## src/rtl/cache_arb_pkg.sv

```systemverilog
// Shared definitions for the cache memory arbiter: default widths, FSM state
// encodings, read-owner IDs and the line-address compare used by the RAW guard.
package cache_arb_pkg;

  localparam int ADDR_W   = 32;   // byte address width
  localparam int DATA_W   = 32;   // refill beat width
  localparam int LINE_W   = 128;  // victim line width
  localparam int OFFSET_W = 4;    // line offset bits

  typedef enum logic [1:0] {
    R_IDLE = 2'd0,
    R_REQ  = 2'd1,
    R_WAIT = 2'd2
  } rd_state_e;

  typedef enum logic {
    W_EMPTY = 1'b0,
    W_FULL  = 1'b1
  } wr_state_e;

  typedef enum logic {
    OWN_IC = 1'b0,
    OWN_DC = 1'b1
  } owner_e;

  // True when both byte addresses fall in the same cache line.
  function automatic logic same_line(input logic [ADDR_W-1:0] a,
                                     input logic [ADDR_W-1:0] b);
    return a[ADDR_W-1:OFFSET_W] == b[ADDR_W-1:OFFSET_W];
  endfunction

endpackage

```

## src/rtl/cache_arb_if.sv

```systemverilog
// Bundle of every handshake/bus signal around the cache memory arbiter.
//   slave  : the arbiter's view (cache requests and memory responses in,
//            cache responses and memory requests out)
//   master : the surrounding caches + memory bridge view (directions flipped)
// Groups: ICache read/refill, DCache read/refill, DCache victim write,
//         memory read channel, memory write channel.
interface cache_arb_if #(
  parameter int ADDR_W = cache_arb_pkg::ADDR_W,
  parameter int DATA_W = cache_arb_pkg::DATA_W,
  parameter int LINE_W = cache_arb_pkg::LINE_W
);
  logic              ic_rd_req;
  logic [ADDR_W-1:0] ic_rd_addr;
  logic              ic_rd_rdy;
  logic              ic_ret_valid;
  logic              ic_ret_last;
  logic [DATA_W-1:0] ic_ret_data;

  logic              dc_rd_req;
  logic [ADDR_W-1:0] dc_rd_addr;
  logic              dc_rd_rdy;
  logic              dc_ret_valid;
  logic              dc_ret_last;
  logic [DATA_W-1:0] dc_ret_data;

  logic              dc_wr_req;
  logic [ADDR_W-1:0] dc_wr_addr;
  logic [LINE_W-1:0] dc_wr_data;
  logic              dc_wr_rdy;

  logic              mem_rd_req;
  logic [ADDR_W-1:0] mem_rd_addr;
  logic              mem_rd_rdy;
  logic              mem_ret_valid;
  logic              mem_ret_last;
  logic [DATA_W-1:0] mem_ret_data;

  logic              mem_wr_req;
  logic [ADDR_W-1:0] mem_wr_addr;
  logic [LINE_W-1:0] mem_wr_data;
  logic              mem_wr_rdy;

  modport slave (
    input  ic_rd_req, ic_rd_addr, dc_rd_req, dc_rd_addr,
           dc_wr_req, dc_wr_addr, dc_wr_data,
           mem_rd_rdy, mem_ret_valid, mem_ret_last, mem_ret_data, mem_wr_rdy,
    output ic_rd_rdy, ic_ret_valid, ic_ret_last, ic_ret_data,
           dc_rd_rdy, dc_ret_valid, dc_ret_last, dc_ret_data, dc_wr_rdy,
           mem_rd_req, mem_rd_addr, mem_wr_req, mem_wr_addr, mem_wr_data
  );

  modport master (
    output ic_rd_req, ic_rd_addr, dc_rd_req, dc_rd_addr,
           dc_wr_req, dc_wr_addr, dc_wr_data,
           mem_rd_rdy, mem_ret_valid, mem_ret_last, mem_ret_data, mem_wr_rdy,
    input  ic_rd_rdy, ic_ret_valid, ic_ret_last, ic_ret_data,
           dc_rd_rdy, dc_ret_valid, dc_ret_last, dc_ret_data, dc_wr_rdy,
           mem_rd_req, mem_rd_addr, mem_wr_req, mem_wr_addr, mem_wr_data
  );
endinterface

```

## src/rtl/cache_arb_wbuf.sv

```systemverilog
// One-entry DCache victim write buffer.
//   clk, rst                 : clock, synchronous active-high reset
//   wr_req/wr_addr/wr_data   : victim line from the DCache; wr_rdy = buffer empty
//   mem_wr_req/addr/data     : line presented to memory while full
//   mem_wr_rdy               : memory takes the line this cycle
//   rd_addr/rd_hit           : RAW probe; rd_hit when full and rd_addr is in the
//                              buffered line
module cache_arb_wbuf
  import cache_arb_pkg::*;
#(
  parameter int ADDR_W = cache_arb_pkg::ADDR_W,
  parameter int LINE_W = cache_arb_pkg::LINE_W
) (
  input  logic              clk,
  input  logic              rst,
  input  logic              wr_req,
  input  logic [ADDR_W-1:0] wr_addr,
  input  logic [LINE_W-1:0] wr_data,
  output logic              wr_rdy,
  output logic              mem_wr_req,
  output logic [ADDR_W-1:0] mem_wr_addr,
  output logic [LINE_W-1:0] mem_wr_data,
  input  logic              mem_wr_rdy,
  input  logic [ADDR_W-1:0] rd_addr,
  output logic              rd_hit
);

  wr_state_e         state;
  logic [ADDR_W-1:0] addr_q;
  logic [LINE_W-1:0] data_q;

  // NOTE: sequential state uses non-blocking (<=) so every flop samples the
  // pre-edge values; blocking here would create order-dependent simulation.
  always_ff @(posedge clk) begin
    if (rst) begin
      state <= W_EMPTY;
    end else begin
      unique case (state)
        W_EMPTY: if (wr_req)     state <= W_FULL;
        W_FULL:  if (mem_wr_rdy) state <= W_EMPTY;
        default:                 state <= W_EMPTY;
      endcase
    end
  end

  // NOTE: the line register carries no reset; it is only observable while
  // W_FULL, and the outputs below are masked to zero otherwise.
  always_ff @(posedge clk) begin
    if (state == W_EMPTY && wr_req) begin
      addr_q <= wr_addr;
      data_q <= wr_data;
    end
  end

  assign wr_rdy      = (state == W_EMPTY);
  assign mem_wr_req  = (state == W_FULL);
  assign mem_wr_addr = mem_wr_req ? addr_q : '0;
  assign mem_wr_data = mem_wr_req ? data_q : '0;
  assign rd_hit      = mem_wr_req && same_line(rd_addr, addr_q);

endmodule

```

## src/rtl/cache_mem_arbiter.sv

```systemverilog
// Shares one memory read channel between ICache and DCache refills (one
// outstanding read) and owns the DCache victim write buffer.
//   clk, rst : clock, synchronous active-high reset
//   bus      : cache_arb_if.slave -- cache-side read/refill/write handshakes
//              and memory-side read/write channels
// Build option: define CACHE_ARB_RR_EN to arbitrate simultaneous IC/DC
// requests with a 1-bit round-robin pointer; otherwise DC has fixed priority.
// A DC read whose line is still in the write buffer is held (RAW guard) and
// does not block an IC read.
module cache_mem_arbiter
  import cache_arb_pkg::*;
(
  input  logic       clk,
  input  logic       rst,
  cache_arb_if.slave bus
);

  rd_state_e         rd_state;
  owner_e            owner_q;
  owner_e            winner;
  logic [ADDR_W-1:0] addr_q;
  logic              mem_rd_req_q;
  logic              wb_hit;
  logic              dc_ok;
  logic              rd_idle;
  logic              grant_ic;
  logic              grant_dc;
  logic              fwd;
`ifdef CACHE_ARB_RR_EN
  owner_e            rr_ptr;
`endif

  cache_arb_wbuf #(.ADDR_W(ADDR_W), .LINE_W(LINE_W)) u_wbuf (
    .clk        (clk),
    .rst        (rst),
    .wr_req     (bus.dc_wr_req),
    .wr_addr    (bus.dc_wr_addr),
    .wr_data    (bus.dc_wr_data),
    .wr_rdy     (bus.dc_wr_rdy),
    .mem_wr_req (bus.mem_wr_req),
    .mem_wr_addr(bus.mem_wr_addr),
    .mem_wr_data(bus.mem_wr_data),
    .mem_wr_rdy (bus.mem_wr_rdy),
    .rd_addr    (bus.dc_rd_addr),
    .rd_hit     (wb_hit)
  );

  // Arbitration: a RAW-gated DC request is treated as absent so IC can win.
  // NOTE: every always_comb output gets a value on every path (here all are
  // assigned unconditionally); a missed branch would infer a latch.
  always_comb begin
    rd_idle = (rd_state == R_IDLE) && !rst;
    dc_ok   = bus.dc_rd_req && !wb_hit;
`ifdef CACHE_ARB_RR_EN
    if (dc_ok && bus.ic_rd_req) winner = rr_ptr;
    else                        winner = dc_ok ? OWN_DC : OWN_IC;
`else
    winner = dc_ok ? OWN_DC : OWN_IC;
`endif
    grant_dc = rd_idle && dc_ok && (winner == OWN_DC);
    grant_ic = rd_idle && bus.ic_rd_req && (winner == OWN_IC);
  end

  always_ff @(posedge clk) begin
    if (rst) begin
      rd_state     <= R_IDLE;
      owner_q      <= OWN_IC;
      addr_q       <= '0;
      mem_rd_req_q <= 1'b0;
`ifdef CACHE_ARB_RR_EN
      rr_ptr       <= OWN_DC;
`endif
    end else begin
      unique case (rd_state)
        R_IDLE: begin
          if (grant_dc || grant_ic) begin
            rd_state     <= R_REQ;
            mem_rd_req_q <= 1'b1;
            owner_q      <= grant_dc ? OWN_DC : OWN_IC;
            addr_q       <= grant_dc ? bus.dc_rd_addr : bus.ic_rd_addr;
`ifdef CACHE_ARB_RR_EN
            rr_ptr       <= grant_dc ? OWN_IC : OWN_DC;
`endif
          end
        end
        R_REQ: begin
          if (bus.mem_rd_rdy) begin
            rd_state     <= R_WAIT;
            mem_rd_req_q <= 1'b0;
          end
        end
        R_WAIT: begin
          if (bus.mem_ret_valid && bus.mem_ret_last) rd_state <= R_IDLE;
        end
        default: rd_state <= R_IDLE;
      endcase
    end
  end

  assign bus.ic_rd_rdy   = grant_ic;
  assign bus.dc_rd_rdy   = grant_dc;
  assign bus.mem_rd_req  = mem_rd_req_q;
  assign bus.mem_rd_addr = mem_rd_req_q ? addr_q : '0;

  // Refill beats pass straight through to the owner of the outstanding read.
  assign fwd              = (rd_state == R_WAIT) && !rst && bus.mem_ret_valid;
  assign bus.ic_ret_valid = fwd && (owner_q == OWN_IC);
  assign bus.ic_ret_last  = bus.ic_ret_valid && bus.mem_ret_last;
  assign bus.ic_ret_data  = bus.ic_ret_valid ? bus.mem_ret_data : '0;
  assign bus.dc_ret_valid = fwd && (owner_q == OWN_DC);
  assign bus.dc_ret_last  = bus.dc_ret_valid && bus.mem_ret_last;
  assign bus.dc_ret_data  = bus.dc_ret_valid ? bus.mem_ret_data : '0;

endmodule

```

## src/flat_wrapper.sv

```systemverilog
// flat-port wrapper written by rule: the top's interface ports become plain ports
module cache_mem_arbiter_flat import cache_arb_pkg::*;
  (clk, rst, bus_ic_rd_req, bus_ic_rd_addr, bus_dc_rd_req, bus_dc_rd_addr, bus_dc_wr_req, bus_dc_wr_addr, bus_dc_wr_data, bus_mem_rd_rdy, bus_mem_ret_valid, bus_mem_ret_last, bus_mem_ret_data, bus_mem_wr_rdy, bus_ic_rd_rdy, bus_ic_ret_valid, bus_ic_ret_last, bus_ic_ret_data, bus_dc_rd_rdy, bus_dc_ret_valid, bus_dc_ret_last, bus_dc_ret_data, bus_dc_wr_rdy, bus_mem_rd_req, bus_mem_rd_addr, bus_mem_wr_req, bus_mem_wr_addr, bus_mem_wr_data);
  cache_arb_if bus_i ();
  input  logic clk;
  input  logic rst;
  input wire logic [$bits(bus_i.ic_rd_req)-1:0] bus_ic_rd_req;
  input wire logic [$bits(bus_i.ic_rd_addr)-1:0] bus_ic_rd_addr;
  input wire logic [$bits(bus_i.dc_rd_req)-1:0] bus_dc_rd_req;
  input wire logic [$bits(bus_i.dc_rd_addr)-1:0] bus_dc_rd_addr;
  input wire logic [$bits(bus_i.dc_wr_req)-1:0] bus_dc_wr_req;
  input wire logic [$bits(bus_i.dc_wr_addr)-1:0] bus_dc_wr_addr;
  input wire logic [$bits(bus_i.dc_wr_data)-1:0] bus_dc_wr_data;
  input wire logic [$bits(bus_i.mem_rd_rdy)-1:0] bus_mem_rd_rdy;
  input wire logic [$bits(bus_i.mem_ret_valid)-1:0] bus_mem_ret_valid;
  input wire logic [$bits(bus_i.mem_ret_last)-1:0] bus_mem_ret_last;
  input wire logic [$bits(bus_i.mem_ret_data)-1:0] bus_mem_ret_data;
  input wire logic [$bits(bus_i.mem_wr_rdy)-1:0] bus_mem_wr_rdy;
  output wire logic [$bits(bus_i.ic_rd_rdy)-1:0] bus_ic_rd_rdy;
  output wire logic [$bits(bus_i.ic_ret_valid)-1:0] bus_ic_ret_valid;
  output wire logic [$bits(bus_i.ic_ret_last)-1:0] bus_ic_ret_last;
  output wire logic [$bits(bus_i.ic_ret_data)-1:0] bus_ic_ret_data;
  output wire logic [$bits(bus_i.dc_rd_rdy)-1:0] bus_dc_rd_rdy;
  output wire logic [$bits(bus_i.dc_ret_valid)-1:0] bus_dc_ret_valid;
  output wire logic [$bits(bus_i.dc_ret_last)-1:0] bus_dc_ret_last;
  output wire logic [$bits(bus_i.dc_ret_data)-1:0] bus_dc_ret_data;
  output wire logic [$bits(bus_i.dc_wr_rdy)-1:0] bus_dc_wr_rdy;
  output wire logic [$bits(bus_i.mem_rd_req)-1:0] bus_mem_rd_req;
  output wire logic [$bits(bus_i.mem_rd_addr)-1:0] bus_mem_rd_addr;
  output wire logic [$bits(bus_i.mem_wr_req)-1:0] bus_mem_wr_req;
  output wire logic [$bits(bus_i.mem_wr_addr)-1:0] bus_mem_wr_addr;
  output wire logic [$bits(bus_i.mem_wr_data)-1:0] bus_mem_wr_data;
  assign bus_i.ic_rd_req = bus_ic_rd_req;
  assign bus_i.ic_rd_addr = bus_ic_rd_addr;
  assign bus_i.dc_rd_req = bus_dc_rd_req;
  assign bus_i.dc_rd_addr = bus_dc_rd_addr;
  assign bus_i.dc_wr_req = bus_dc_wr_req;
  assign bus_i.dc_wr_addr = bus_dc_wr_addr;
  assign bus_i.dc_wr_data = bus_dc_wr_data;
  assign bus_i.mem_rd_rdy = bus_mem_rd_rdy;
  assign bus_i.mem_ret_valid = bus_mem_ret_valid;
  assign bus_i.mem_ret_last = bus_mem_ret_last;
  assign bus_i.mem_ret_data = bus_mem_ret_data;
  assign bus_i.mem_wr_rdy = bus_mem_wr_rdy;
  assign bus_ic_rd_rdy = bus_i.ic_rd_rdy;
  assign bus_ic_ret_valid = bus_i.ic_ret_valid;
  assign bus_ic_ret_last = bus_i.ic_ret_last;
  assign bus_ic_ret_data = bus_i.ic_ret_data;
  assign bus_dc_rd_rdy = bus_i.dc_rd_rdy;
  assign bus_dc_ret_valid = bus_i.dc_ret_valid;
  assign bus_dc_ret_last = bus_i.dc_ret_last;
  assign bus_dc_ret_data = bus_i.dc_ret_data;
  assign bus_dc_wr_rdy = bus_i.dc_wr_rdy;
  assign bus_mem_rd_req = bus_i.mem_rd_req;
  assign bus_mem_rd_addr = bus_i.mem_rd_addr;
  assign bus_mem_wr_req = bus_i.mem_wr_req;
  assign bus_mem_wr_addr = bus_i.mem_wr_addr;
  assign bus_mem_wr_data = bus_i.mem_wr_data;
  cache_mem_arbiter u_core (.clk(clk), .rst(rst), .bus(bus_i));
endmodule
```

## config.mk

```make
export PLATFORM = sky130hd
export DESIGN_NAME = cache_mem_arbiter_flat
export DESIGN_NICKNAME = d
export VERILOG_FILES = /design/src/rtl/cache_arb_pkg.sv /design/src/rtl/cache_arb_if.sv /design/src/rtl/cache_arb_wbuf.sv /design/src/rtl/cache_mem_arbiter.sv /design/src/flat_wrapper.sv
export SDC_FILE = /design/constraint.sdc
export NUM_CORES = 1
export LEC_CHECK = 0
export ABC_AREA = 0
export BUFFER_PORTS_ARGS = -buffer_cell sky130_fd_sc_hd__buf_2
export CORE_AREA = 10 10 197 199
export DETAILED_ROUTE_END_ITERATION = 8
export DIE_AREA = 0 0 207 209
export GPL_TIMING_DRIVEN = 0
export PLACE_DENSITY = 0.52
export SLEW_MARGIN = 20
export SYNTH_ARGS = -nofsm -noshare
export SYNTH_HDL_FRONTEND = slang
export SYNTH_SLANG_ARGS = --single-unit
```

## constraint.sdc

```tcl
create_clock -name clk -period 11.3 [get_ports clk]
set_input_delay 0.565 -clock clk [delete_from_list [all_inputs] [get_ports clk]]
set_output_delay 0.565 -clock clk [all_outputs]
set_load 0.03 [all_outputs]
```

### Word-level counts from Yosys, hierarchy flattened

Cells that the tools add are included.

* register bits after elaboration: 197
* input port bits: 265
* output and inout port bits: 265
* word-level logic and storage cells: 57

* eq/ne operators: 6
* mux-type cells: 18
* bitwise gates (word level): 3
* reduce and logical (&&, ||, !) cells: 23

Operators with widths (number)
* $mux W32: 5
* $mux W128: 1
* $eq A28 B28 Y1: 1
* $logic_and A1 B1 Y1: 15
* $mux W1: 6
* $mux W2: 3
* $pmux W2 S3: 1
* $reduce_and A3 Y1: 2
* $ne A2 B2 Y1 const B: 2
* $pmux W1 S2: 2
* $not A1 Y1: 3
* $eq A2 B1 Y1 const B: 1
* $eq A2 B2 Y1 const B: 1
* $logic_not A1 Y1: 2
* $logic_not A2 Y1: 1
* $ne A2 B1 Y1 const B: 1
* $reduce_and A2 Y1: 1
* $reduce_bool A2 Y1: 1
* $logic_or A1 B1 Y1: 1

### Logic depth before layout (Yosys ltp)

Gate-level depths: netlist (run 1).

* depth in word-level cells: 10
* gate-level depth with buffers: 8
* gate-level depth less buffers: 6

### Hierarchy

A second synthesis (run 1) with hierarchy kept.

* cell total of the unflattened synthesis: 696
* area, all modules: 8981.1 µm²

Modules (own cells, without submodules)
* cache_arb_wbuf: instances 1, cells an instance 381, area an instance 6228.5 µm², sequential area each 4824.6 µm²
* cache_mem_arbiter: instances 1, cells an instance 315, area an instance 2752.6 µm², sequential area each 720.7 µm²

### Least setup slack after synthesis (run 1)

OpenSTA, ideal clock, no wires.

* kind: reg-to-reg
* start point: register u_core.u_wbuf.state (netlist: u_core.u_wbuf.mem_wr_req)
* end point: register u_core.u_wbuf.addr_q[0] (enable)
* setup time: 0.698 ns
* data arrival time: 7.650 ns
* required time: 10.602 ns
* path slack: 2.952 ns
* stages on the path, launching flop included: 3
* path buffers: 1
* clock period less this slack: 8.348 ns
* cells stage by stage: dfxtp_1 clkbuf_1 nor2b_1

* word-level cells in the longest chain between the ends: 2

RTL lines
* from (decl): line cache_arb_wbuf.sv:28 `wr_state_e state;`
* from (signal assigned): line cache_arb_wbuf.sv:36 `state <= W_EMPTY;`
* from (signal assigned): line cache_arb_wbuf.sv:39 `W_EMPTY: if (wr_req) state <= W_FULL;`
* from (signal assigned): line cache_arb_wbuf.sv:40 `W_FULL: if (mem_wr_rdy) state <= W_EMPTY;`
* $not A1 Y1
* $logic_and A1 B1 Y1: line cache_arb_wbuf.sv:49 `if (state == W_EMPTY && wr_req) begin`
* to (signal assigned): line cache_arb_wbuf.sv:50 `addr_q <= wr_addr;`
* to (decl): line cache_arb_wbuf.sv:29 `logic [ADDR_W-1:0] addr_q;`

Every way passes these cells.
A chain may end at the register's enable or synchronous reset.

### Final worst setup path (run 1)

* start point: register u_core.u_wbuf.addr_q[26]
* end point: output bus_dc_rd_rdy

* word-level cells in the longest chain between the ends: 6
* elaborated cells between the ends (all ways): 7

RTL lines
* $eq A28 B28 Y1 *: line cache_arb_pkg.sv:29 `return a[ADDR_W-1:OFFSET_W] == b[ADDR_W-1:OFFSET_W];`
* $logic_and A1 B1 Y1 *: line cache_arb_wbuf.sv:59 `assign rd_hit = mem_wr_req && same_line(rd_addr, addr_q);`
* $logic_not A1 Y1 *: line cache_mem_arbiter.sv:53 `dc_ok = bus.dc_rd_req && !wb_hit;`
* $logic_and A1 B1 Y1 *: line cache_mem_arbiter.sv:53
* $mux W1 or $logic_and A1 B1 Y1 (tied branches): line cache_mem_arbiter.sv:58, cache_mem_arbiter.sv:60
* $logic_and A1 B1 Y1 *: line cache_mem_arbiter.sv:60 `grant_dc = rd_idle && dc_ok && (winner == OWN_DC);`
* to (decl): line flat_wrapper.sv:23 `output wire logic [$bits(bus_i.dc_rd_rdy)-1:0] bus_dc_rd_rdy;`

Mark *: on every way between the ends. The rest lies on a longest branch, timed or not.

==> impl_metrics.yaml, run 1 <==
outcome:
  outcome: "completed"
logic_synthesis:
  synth.area.mux_share_pct: 3.62
  yosys_warnings: 0
  synthCells: 703
  syn_nets: 968
  ys.flop_type: "edfxtp_1"
  synth.avg_cell_area_um2: 12.6
  synth_top_family_by_area: "simple AND/OR/NAND/NOR gates"
  yosys.area_share.simple_pct: 22.2
  synth.distinct_cells: 33
  synthXorXnorAreaFrac_pct: 2.77
  synth_compound_area_share_pct: 5.69
  synth_edf_count: 160
  async_reset_ff_share_pct: 0
  netlist_area_um2: 8860
  ys_seq_area_share_pct: 62.6
  synth_fa_ha_area_share_pct: 0
  yosys_register_bits: 197
critical_path:
  critPathTopFamily: "simple AND/OR/NAND/NOR gates"
  crit_required_ns: 10.74
  path_cells: "xnor2_1 > nand3_1 > nor4_1 > a21boi_1 > buf_6 > nand2_2 > buf_4 > inv_2 > buf_2"
  cp.arrival_ns: 2.63
  critical-path-slowest-cell: "edfxtp_1"
  crit_buf_inv: 4
  max_stage_delay_ns: 0.41
  cp-end-kind: "output pin"
  critPathMaxFanout: 10
  criticalPathCategory: "reg2out"
  worstSetupStartpointType: "flip-flop"
floorplanning:
  fp.dieH_um: 209
  die_w_um: 207
  die_area_um2: 43300
  io_pins: 530
  core-area_um2: 35100
  initial_core_util_pct: 25.3
  core.rowCount: 69
global_route:
  antenna_found_initial: 20
  gr-total-overflow: 0
  grt_pass1_vias: 8021
  grt_max_degree: 27
  grt_util_all_layers_pct: 17.6
  grt_pass1_wl_um: 56100
final_layout:
  fin_cells: 1735
  area_growth_syn_to_layout_pct: 45.3
  fillerInstances: 3551
  final_common_cell: "buf_2"
  post-route-cell-area_um2: 12900
  drive_gt1_share_pct: 45.6
  fin_util_pct: 36.7
  fin_nets: 1522
  layout_common_cells: "buf_2 (530), and2_1 (258), edfxtp_1 (160), clkbuf_1 (43), dfxtp_1 (37)"
power_and_ir_drop:
  p_sw_share_pct: 29.1
  clockPowerShare_pct: 34.5
  p_leak_uw: 0.00599
  p_seq_share_pct: 47.0
  peakVddDrop_mv: 0.110
  combPwrFrac_pct: 18.6
  power_report.internal_total_uw: 1300
  power_density_nw_per_um2: 142
  p_sw_uw: 531
clock_tree:
  cts_tree: "done"
  clock-root-buffer: "clkbuf_16"
  htreeDepth: 4
  cts_buffers: 17
  worstSkewPairLatency_ns: 0.45
  clockBufferDepth: 2
  cts_sinks: 197
  post_cts_buffers: 0
  cts_resized: 0
  cts.clk_slew.worst_paths_ns: 0.07
  postCtsHoldBufs: 0
route:
  vias_per_cell: 4.27
  post_drt_wl_per_cell_um: 22.7
  first_pass_iters: 4
  post-route-drc-count: 0
  drt-initial-drc-count: 383
  drtAntennaViolNets: 0
  vias: 7409
  wirelength_um: 39400
place:
  portBuffers: 528
  placement.cell_area_um2: 12300
  place.detailed.hpwl_um: 33500
  place.gp.congestion: 0.919
  dp_cells: 1699
sta:
  finClkSkew_ns: 0.0138
  fmaxAchievable_mhz: 313
  tightest_slew_ns: 0.776
  maxSlewHeadroom_pct: 48.3
  rsz0062_at_grt: "no"
  maxSlewViolCount: 0
  period_minus_slack_ns: 3.20
  setup_viol: 0
  hold_viol_final: 0
  fin_tns_setup_ns: 0
  fin_crit_sh_pct: 28.3
  hold_slack_ns: 0.284
worst_hold_path:
  hold_path_class: "in2reg"
run:
  maxCapViolations: 0
-- layer usage --
layer	up-vias	wire length, um	GRT usage, %
met2	350	20700	32.2
li1	3551	-	-
met4	30	559	4.25
met3	57	4070	8.41
met5	-	195	0
met1	3421	13900	17.7
-- synthesized netlist by cell type, types with 2 or more instances --
cell type	number	area (um2)
and2_1	258	1610
edfxtp_1	160	4800
clkbuf_1	43	161
dfxtp_1	37	741
a21oi_1	36	180
mux2i_1	32	320
nand2b_1	32	200
a221oi_1	31	272
xnor2_1	28	245
nor2_1	7	26.3
nand4_1	6	37.5
nand2_1	5	18.8
buf_12	3	60.1
buf_4	3	22.5
buf_1	2	7.51
buf_2	2	10.0
nor4_1	2	12.5
-- flip-flops by register name (all words and copies together) (netlist names) --
| signal | count |
|---|---|
| u_core.rd_state | 2 |
| u_core.u_wbuf.addr_q | 32 |
| u_core.owner_q | 1 |
| u_core.u_wbuf.data_q | 128 |
| u_core.addr_q | 32 |
| u_core.bus.mem_rd_req | 1 |
| u_core.u_wbuf.mem_wr_req | 1 |
-- final cells by class --
| type | instances | area [um2] | share of cell area [%] |
|---|---|---|---|
| antenna | 4 | 10.0 | 0.0778 |
| buffer | 54 | 273 | 2.12 |
| clock buffer | 17 | 425 | 3.31 |
| clock inverter | 15 | 170 | 1.32 |
| inverter | 2 | 7.51 | 0.0583 |
| multi-input combinational | 450 | 3040 | 23.6 |
| sequential | 197 | 5550 | 43.1 |
| tap | 461 | 577 | 4.48 |
| timing repair buffer | 535 | 2820 | 21.9 |
-- cells by family (layout without fill, tap and decap cells) --
kind of cell              count (synthesis)  count (layout)
and+or+nand+nor                         317             317
DFF                                     197             197
AOI/OAI and AO/OA                        73              73
buffers and inverters                    56             623
muxes                                    32              32
xor gates and xnor gates                 28              28
other                                     0               4
-- per-stage QoR --
step	worst slack (ns)	power [uW]
after global placement	-0.458	1220
after CTS	7.90	1860
final	8.10	1830
after global routing	7.90	1910
after detailed placement	8.13	1220
after floorplan	2.95	1070
-- power by group through the flow --
stage / clock network, uW / logic (uW) / registers, uW
3_5_place_dp: 0 / 347 / 875
3_3_place_gp: 0 / 333 / 889
4_1_cts: 653 / 348 / 859
5_1_grt: 680 / 367 / 864
2_1_floorplan: 0 / 192 / 879
6_report: 630 / 339 / 858
-- path summary, 6_finish.rpt --
kind / from / to / slack [ns] / depth (start not counted)
setup / recovery: u_core.u_wbuf.addr_q[26] / bus_dc_rd_rdy / 8.10 / 9
hold / removal: bus_dc_wr_data[21] / u_core.u_wbuf.data_q[21] / 0.28 / 1
setup reg to reg: u_core.u_wbuf.mem_wr_req / u_core.u_wbuf.addr_q[14] / 8.79 / 6
hold reg to reg: u_core.owner_q / u_core.owner_q / 0.50 / 2
No activity file was read; power rests on OpenSTA's default activity.
==> inputs of run 2 (changes only) <==
==> constraint.sdc (replaced) <==
create_clock -name clk -period 3.02 [get_ports clk]
set_input_delay 0.151 -clock clk [delete_from_list [all_inputs] [get_ports clk]]
set_output_delay 0.151 -clock clk [all_outputs]
set_load 0.03 [all_outputs]
==> impl_metrics.yaml, run 2 (synthesis results as in run 1) <==
worst_hold_path:
  min_delay_path_depth: 3
  hold_path_class: "in2reg"
  min-delay-start: "bus_mem_rd_rdy"
  worst_hold_path.endpoint: "u_core.rd_state[0]"
sta:
  fmaxAchievable_mhz: 366
  tightest_slew_ns: 0.698
  fin_tns_setup_ns: 0
  maxSlewViolCount: 0
  maxSlewHeadroom_pct: 53.5
  fin_crit_sh_pct: 90.5
  setup_viol: 0
  finClkSkew_ns: 0.0197
  hold_viol_final: 0
  period_minus_slack_ns: 2.73
clock_tree:
  cts_sinks: 197
  cts.clk_slew.worst_paths_ns: 0.09
  htreeDepth: 4
  cts_buffers: 17
  worstSkewPairLatency_ns: 0.44
  clock-root-buffer: "clkbuf_16"
  clockBufferDepth: 2
  post_cts_buffers: 0
  cts_resized: 0
  cts_tree: "done"
critical_path:
  critical-path-slowest-cell: "edfxtp_1"
  worst_r2r_path_depth: 8
  path_cells: "xnor2_1 > nand4_1 > nor4_1 > a21boi_1 > buf_6 > nand2_2 > buf_4 > inv_2 > buf_2"
  cp.arrival_ns: 2.58
  critPathMaxFanout: 10
  rr_startpoint: "u_core.u_wbuf.addr_q[10]"
  crit_start: "u_core.u_wbuf.addr_q[10]"
  worst_r2r_endpoint: "u_core.addr_q[22]"
  crit_required_ns: 2.87
  worstSetupStartpointType: "flip-flop"
  cp-end-kind: "output pin"
  criticalPathCategory: "reg2out"
  max_stage_delay_ns: 0.42
  r2r_slack_ns: 0.79
floorplanning:
  core.rowCount: 69
  fp.dieH_um: 209
  die_area_um2: 43300
  die_w_um: 207
  initial_core_util_pct: 25.3
  core-area_um2: 35100
  io_pins: 530
final_layout:
  fillerInstances: 3428
  layout_common_cells: "buf_2 (530), and2_1 (258), dlygate4sd3_1 (162), edfxtp_1 (160), clkbuf_1 (42)"
  regMostFlops: "u_core.u_wbuf.data_q"
  area_growth_syn_to_layout_pct: 63.9
  largest_register_ffs: 128
  multi_input_area_um2: 3040
  drive_gt1_share_pct: 40.6
  final_common_cell: "buf_2"
  top_regs: "u_core.u_wbuf.data_q (128), u_core.addr_q (32), u_core.u_wbuf.addr_q (32)"
  fin_nets: 1684
  seqCellArea_um2: 5550
route:
  drt-initial-drc-count: 434
  vias_per_cell: 4.29
  vias: 8156
  drtAntennaViolNets: 0
  post-route-drc-count: 0
  first_pass_iters: 4
  wirelength_um: 41300
  post_drt_wl_per_cell_um: 21.7
place:
  portBuffers: 528
  place.detailed.hpwl_um: 33600
  place.gp.congestion: 0.961
run:
  maxCapViolations: 0
outcome:
  outcome: "completed"
power_and_ir_drop:
  power_uw: 7020
  peakVddDrop_mv: 0.376
  power_density_nw_per_um2: 484
  p_leak_uw: 0.00667
global_route:
  gr-total-overflow: 0
  grt_util_all_layers_pct: 18.5
  grt_pass1_wl_um: 60500
  grt_pass1_vias: 8934
  grt_max_degree: 28
  antenna_found_initial: 12
run 2: layout make-up:
cell class / instances / area share [%]
plain buffers: 54 / 1.95
repair buffers: 697 / 30.5
flip-flops and latches: 197 / 38.2
clock inverters: 15 / 1.22
diodes: 9 / 0.155
clock buffers: 17 / 2.93
inverters: 2 / 0.0517
multi-input cells: 450 / 21.0
well taps: 461 / 3.97
run 2: metrics by stage:
step	setup WS [ns]	hold slack, ns	utilization (%)	instance area [um2]	cells
6_report	0.287	0.0400	41.4	14500	1902
5_1_grt	-0.00700	0.0332	41.4	14500	1902
4_1_cts	0.163	0.00548	41.4	14500	1893
3_5_place_dp	0.652	0.329	35.0	12300	1699
3_3_place_gp	-1.46	0.328	34.5	12100	1692
2_1_floorplan	-0.306	0.241	-	8880	703
run 2: how the worst max path moves through the flow:
| stage | cells after the start | endpoint | slack, ns |
|---|---|---|---|
| 4_1_cts | 9 | bus_dc_rd_rdy | 0.16 |
| 3_3_place_gp | 2 | u_core.u_wbuf.data_q[96] | -1.46 |
| 5_1_grt | 9 | bus_dc_rd_rdy | -0.007 |
| 2_1_floorplan | 2 | u_core.u_wbuf.addr_q[0] | -0.31 |
| 3_5_place_dp | 9 | bus_dc_rd_rdy | 0.65 |
| 6_report | 9 | bus_dc_rd_rdy | 0.29 |
run 2: metal layers:
metal	vias to the layer above	GRT usage, %	share of wire, %
li1	3886	-	-
met1	3818	18.7	35
met2	400	34.2	53
met3	46	6.77	8.7
met4	6	6.47	2.3
met5	-	0	0.099
run 2: power breakdown:
part / switching [uW] / internal (uW) / leakage (uW)
Sequential: 76.7 / 3140 / 0.00184
Combinational: 854 / 598 / 0.00454
Clock: 1220 / 1130 / 0.000289
run 2: critical path, delay by kind of cell, from the launching register on:
| kind | cells | cell delay, ns |
|---|---|---|
| flops | 1 | 0.42 |
| compound gates | 1 | 0.12 |
| simple gates | 3 | 0.61 |
| xor+xnor | 1 | 0.37 |
| buf+inv | 4 | 0.61 |
run 2: repair_timing:
item / in CTS / in global routing
endpoints found under the setup margin: 0 / 0
hold buffers: 162 / 0
hold endpoints to repair: 161 / 0
